### config.mk
export PLATFORM = sky130hd
export DESIGN_NAME = ram_arbiter
export DESIGN_NICKNAME = d
export VERILOG_FILES = /design/src/rtl/ram_arbiter.sv
export SDC_FILE = /design/constraint.sdc
export NUM_CORES = 1
export LEC_CHECK = 0
export BUFFER_PORTS_ARGS = -buffer_cell sky130_fd_sc_hd__buf_4
export CORE_MARGIN = 3
export CORE_UTILIZATION = 37
export DETAILED_ROUTE_END_ITERATION = 10
export PLACE_DENSITY = 0.92
export SYNTH_ARGS = -nofsm -noshare
export SYNTH_HDL_FRONTEND = slang
export SYNTH_SLANG_ARGS = --single-unit
export TNS_END_PERCENT = 20
### constraint.sdc
create_clock -name clk -period 2.2 [get_ports clk]
set_input_delay 0.22 -clock clk [delete_from_list [all_inputs] [get_ports clk]]
set_output_delay 0.22 -clock clk [all_outputs]
set_load 0.03 [all_outputs]
### src/rtl/ram_arbiter.sv
// ram_arbiter: shares the single-port 256x16 data RAM between the CPU MA
// stage and the debug/loader port. The CPU normally wins. A debug request
// that has lost STARVE_LIMIT consecutive cycles wins the next contended
// cycle. HALT mode hands the RAM exclusively to the debug port.
module ram_arbiter #(
    parameter int STARVE_LIMIT = 4
) (
    input  logic        clk,
    input  logic        rst,
    // CPU MA-stage port
    input  logic        cpu_req,
    input  logic        cpu_we,
    input  logic [7:0]  cpu_addr,
    input  logic [15:0] cpu_wdata,
    output logic        cpu_gnt,
    output logic        cpu_stall,
    output logic        cpu_rvalid,
    output logic [15:0] cpu_rdata,
    // debug/loader port
    input  logic        dbg_req,
    input  logic        dbg_we,
    input  logic [7:0]  dbg_addr,
    input  logic [15:0] dbg_wdata,
    output logic        dbg_gnt,
    output logic        dbg_rvalid,
    output logic [15:0] dbg_rdata,
    input  logic        dbg_halt,
    output logic        halted,
    // RAM side
    output logic        ram_rd,
    output logic        ram_wr,
    output logic [7:0]  ram_raddr,
    output logic [7:0]  ram_waddr,
    output logic [15:0] ram_wdata,
    input  logic [15:0] ram_rdata
);

    localparam logic [0:0] S_NORMAL = 1'b0;
    localparam logic [0:0] S_HALT   = 1'b1;

    localparam logic [7:0] LIMIT = 8'(STARVE_LIMIT);

    logic [0:0] r_state;
    logic [7:0] r_starve_cnt;
    logic       r_rd_pend;
    logic       r_rd_owner_dbg;

    logic       w_cpu_gnt;
    logic       w_dbg_gnt;
    logic       w_starved;
    logic       w_sel_we;
    logic [7:0] w_sel_addr;
    logic [15:0] w_sel_wdata;

    assign w_starved = (r_starve_cnt == LIMIT) && dbg_req;

    // Grant selection; all grants forced low while reset is held.
    always_comb begin
        w_cpu_gnt = 1'b0;
        w_dbg_gnt = 1'b0;
        if (rst) begin
            if (r_state == S_HALT) begin
                w_dbg_gnt = dbg_req;
            end else if (w_starved) begin
                w_dbg_gnt = 1'b1;
            end else begin
                w_cpu_gnt = cpu_req;
                w_dbg_gnt = dbg_req & ~cpu_req;
            end
        end
    end

    // Route the granted requester's fields onto the RAM; zeros when idle.
    always_comb begin
        w_sel_we    = 1'b0;
        w_sel_addr  = 8'h00;
        w_sel_wdata = 16'h0000;
        ram_rd      = 1'b0;
        ram_wr      = 1'b0;
        ram_raddr   = 8'h00;
        ram_waddr   = 8'h00;
        ram_wdata   = 16'h0000;
        if (w_cpu_gnt) begin
            w_sel_we    = cpu_we;
            w_sel_addr  = cpu_addr;
            w_sel_wdata = cpu_wdata;
        end else if (w_dbg_gnt) begin
            w_sel_we    = dbg_we;
            w_sel_addr  = dbg_addr;
            w_sel_wdata = dbg_wdata;
        end
        if (w_cpu_gnt || w_dbg_gnt) begin
            ram_rd = ~w_sel_we;
            ram_wr = w_sel_we;
            if (w_sel_we) begin
                ram_waddr = w_sel_addr;
                ram_wdata = w_sel_wdata;
            end else begin
                ram_raddr = w_sel_addr;
            end
        end
    end

    // Mode FSM: dbg_halt is sampled at each edge, so changes apply next cycle.
    always_ff @(posedge clk or negedge rst) begin
        if (!rst) begin
            r_state <= S_NORMAL;
        end else begin
            r_state <= dbg_halt ? S_HALT : S_NORMAL;
        end
    end

    // Count consecutive lost debug cycles, saturating at the limit.
    always_ff @(posedge clk or negedge rst) begin
        if (!rst) begin
            r_starve_cnt <= 8'h00;
        end else if ((r_state == S_HALT) || !dbg_req || w_dbg_gnt) begin
            r_starve_cnt <= 8'h00;
        end else if (r_starve_cnt != LIMIT) begin
            r_starve_cnt <= r_starve_cnt + 8'h01;
        end
    end

    // Remember a granted read and who issued it, for next-cycle rvalid.
    always_ff @(posedge clk or negedge rst) begin
        if (!rst) begin
            r_rd_pend      <= 1'b0;
            r_rd_owner_dbg <= 1'b0;
        end else begin
            r_rd_pend      <= (w_cpu_gnt & ~cpu_we) | (w_dbg_gnt & ~dbg_we);
            r_rd_owner_dbg <= w_dbg_gnt;
        end
    end

    assign cpu_gnt    = w_cpu_gnt;
    assign dbg_gnt    = w_dbg_gnt;
    assign cpu_stall  = rst & cpu_req & ~w_cpu_gnt;
    assign halted     = (r_state == S_HALT);
    assign cpu_rvalid = r_rd_pend & ~r_rd_owner_dbg;
    assign dbg_rvalid = r_rd_pend &  r_rd_owner_dbg;
    assign cpu_rdata  = ram_rdata;
    assign dbg_rdata  = ram_rdata;

endmodule

==> impl_metrics.ini <==
[outcome]
outcome = complete, no violations

[worst_setup_path]
critPathTopFamily = buffers and inverters
worstPathRequired_ps = 1980
path_class = reg -> out
cp_max_fo = 13
critPathCaptureType = primary output
cp_cell_sequence = inv_1 -> ha_2 -> and4bb_4 -> a21boi_4 -> buf_6 -> o2bb2ai_1 -> buf_4
worstPathArrival_ps = 1940
crit_buf_inv = 3
cpPeakStageDelay_ps = 440
cp_slowest_cell = dfrtp_2
cp-start-kind = flop

[global_route]
grt_pass1_vias = 1520
grt_use_total_pct = 17.9
antenna_found_initial = 0
grt_max_degree = 36
gr-total-overflow = 0
grt_first_pass_wirelength_um = 7400

[power_and_ir_drop]
p_leak_nw = 0.972
irDropWorstVdd_mv = 0.268
power_frac_comb_pct = 42.7
p_int_mw = 0.478
power.share.clock_pct = 27.8
power_mw = 0.717
seqPwrFrac_pct = 29.4
p_sw_share_pct = 33.3
powerDensity_nw_per_um2 = 331
p_sw_mw = 0.239

[routing]
dr.pass1.iters = 4
totalWireLength_um = 4720
vias_per_cell = 5.46
first_iter_violations = 71
vias = 1643
drtAntennaViolNets = 0
wl_per_cell_um = 15.7
drc = 0

[synthesis]
syn-num-nets = 263
synthCells = 190
yosys.area.top_type_share_pct = 18.1
yosysSeqAreaShare_pct = 18.1
synth_compound_area_share_pct = 28.9
synth_area_um2 = 1520
synthAdderAreaFrac_pct = 1.64
synthMuxAreaShare_pct = 0
ys_ff_latch = 11
synth_xor_area_share_pct = 0.575
synth_top_family_by_area = compound AO/OA/AOI/OAI gates
yosys.area_share.simple_pct = 26.0
yosysWarnings = 0
avgSynthCellArea_um2 = 8.01
synth_area_leaders = dfrtp_1 18%, buf_4 17%, o2bb2ai_1 14%, nand3_1 9.5%, nand3b_1 3.9%
synth_area_leader_cell = dfrtp_1
synthDistinctLibCells = 41

[layout]
area_growth_pct = 42.5
drive_gt1_share_pct = 50.6
nets = 327
n_antenna_cell = 0
final_cells = 301

[flow_run]
max-cap-violations = 0

[sta]
relSlewSlack_pct = 67.0
rsz0062_at_grt = yes
worst_slew_pin_slew_ps = 493
fin_skew_ps = 1.93
setup_viol = 0
finalCriticalPeriod_ps = 2160
slew_viol_final = 0
period_share_pct = 98.0
hold_violations = 0
setup_slack_ps = 44.1
fmax_mhz = 464

[placed_design]
dp_slack_ps = 204
portBuffers = 94
placed_cells = 292
place_congestion = 0.894
dp_hpwl_um = 3480

[clocking]
clock_latency_ps = 240
htreeDepth = 1
clkTransAtPathRegs_ps = 50
numCtsBuffers = 3
clock_sinks = 11
cts_max_path_buffers = 2
root_buffer = clkbuf_8
tritoncts = yes

[die]
num_io_pins = 143
die_y_um = 70.2
fp.dieW_um = 70.2
core_area_um2 = 3800
die_area_um2 = 4920
rows = 22
start_util_pct = 40.1

[min_path]
min_path_type = in -> reg
==> final cells by class <==
cell class	instances	area (um2)
Sequential cell	11	280
Fill cell	358	1630
Clock buffer	4	45.0
Tap cell	48	60.1
Timing Repair Buffer	105	815
Inverter	13	48.8
Multi-Input combinational cell	120	921
==> cells in the mapped netlist, drive strengths merged <==
cell / n
buf: 39
nand3: 29
o2bb2ai: 24
inv: 13
dfrtp: 11
nand3b: 8
a21oi: 7
o22ai: 7
clkbuf: 5
nand2: 4
o21ai: 4
or3: 4
nor2: 3
nor3: 3
and2: 2
and2b: 2
ha: 2
nor2b: 2
o211ai: 2
o31ai: 2
or4b: 2
a211o: 1
a211oi: 1
a21boi: 1
a31oi: 1
and3: 1
and4bb: 1
clkdlybuf4s25: 1
dlymetal6s2s: 1
nand4: 1
nand4b: 1
nand4bb: 1
o21bai: 1
o221ai: 1
o32ai: 1
xor2: 1
==> power by group through the flow <==
stage          Combinational [mW]  Clock [mW]  Sequential (mW)
2_1_floorplan               0.255           0            0.215
3_3_place_gp                0.290           0            0.214
3_5_place_dp                0.296           0            0.214
4_1_cts                     0.300       0.206            0.211
5_1_grt                     0.329       0.223            0.212
6_report                    0.306       0.200            0.211
==> final timing paths <==
path / startpoint / cells after the start / endpoint / slack (ps)
hold / removal: dbg_halt / 1 / halted / 90
setup reg to reg: r_starve_cnt[7] / 5 / r_rd_pend / 470
max in group asynchronous: rst / 2 / r_starve_cnt[1] / 1290
setup / recovery: r_starve_cnt[0] / 7 / ram_waddr[1] / 40
hold reg to reg: r_starve_cnt[1] / 2 / r_starve_cnt[1] / 610
min in group asynchronous: rst / 2 / r_starve_cnt[6] / 550
==> registers in the layout (all words and copies together) (netlist names) <==
| register | count |
|---|---|
| r_rd_pend | 1 |
| r_rd_owner_dbg | 1 |
| r_starve_cnt | 8 |
| halted | 1 |
==> metal layers <==
layer | part of all wire, % | track usage, %
met1 | 38 | 22.0
met4 | 0.61 | 3.62
met5 | 0 | 0
met3 | 9.0 | 4.89
met2 | 52 | 31.4
==> kinds of logic (layout without fill, tap and decap cells) <==
group | after synthesis | after routing
simple gates | 64 | 64
buf+inv | 59 | 122
xor+xnor | 1 | 1
fa+ha+maj | 2 | 2
flops | 11 | 11
compound gates | 53 | 53
==> placed cells by master, fill, tap and decap left out, types with 3 or more instances in the layout <==
| cell type | instances |
|---|---|
| o2bb2ai_1 | 20 |
| o2bb2ai_2 | 4 |
| inv_1 | 13 |
| nand3_1 | 29 |
| dfrtp_2 | 4 |
| a21oi_1 | 7 |
| buf_4 | 101 |
| or3_1 | 3 |
| o21ai_0 | 4 |
| o22ai_1 | 7 |
| nand2_1 | 4 |
| nor2_1 | 3 |
| clkbuf_8 | 3 |
| dfrtp_1 | 7 |
| nand3b_1 | 8 |
==> metrics by stage <==
| step | area [um2] | hold WS (ps) | utilization (%) | setup TNS, ps |
|---|---|---|---|---|
| CTS | 2100 | 81.6 | 55.2 | 0 |
| floorplan | 1520 | -75.6 | - | 0 |
| global route | 2170 | 78.2 | 57.1 | -172 |
| finish | 2170 | 89.4 | 57.1 | 0 |
| detailed placement | 2020 | 90.9 | 53.1 | 0 |
| global placement | 2020 | 90.2 | 53.1 | 0 |
==> timing repair <==
item / 4_1_cts / 5_1_grt
gates cloned: 0 / 0
buffers inserted: 0 / 4
gates resized for setup: 3 / 14
endpoints found under the setup margin: 30 / 36
hold buffers: 1 / 0
hold endpoints to repair: 11 / 0
pin swaps: 0 / 4
Power figures use the tool's default switching activity.
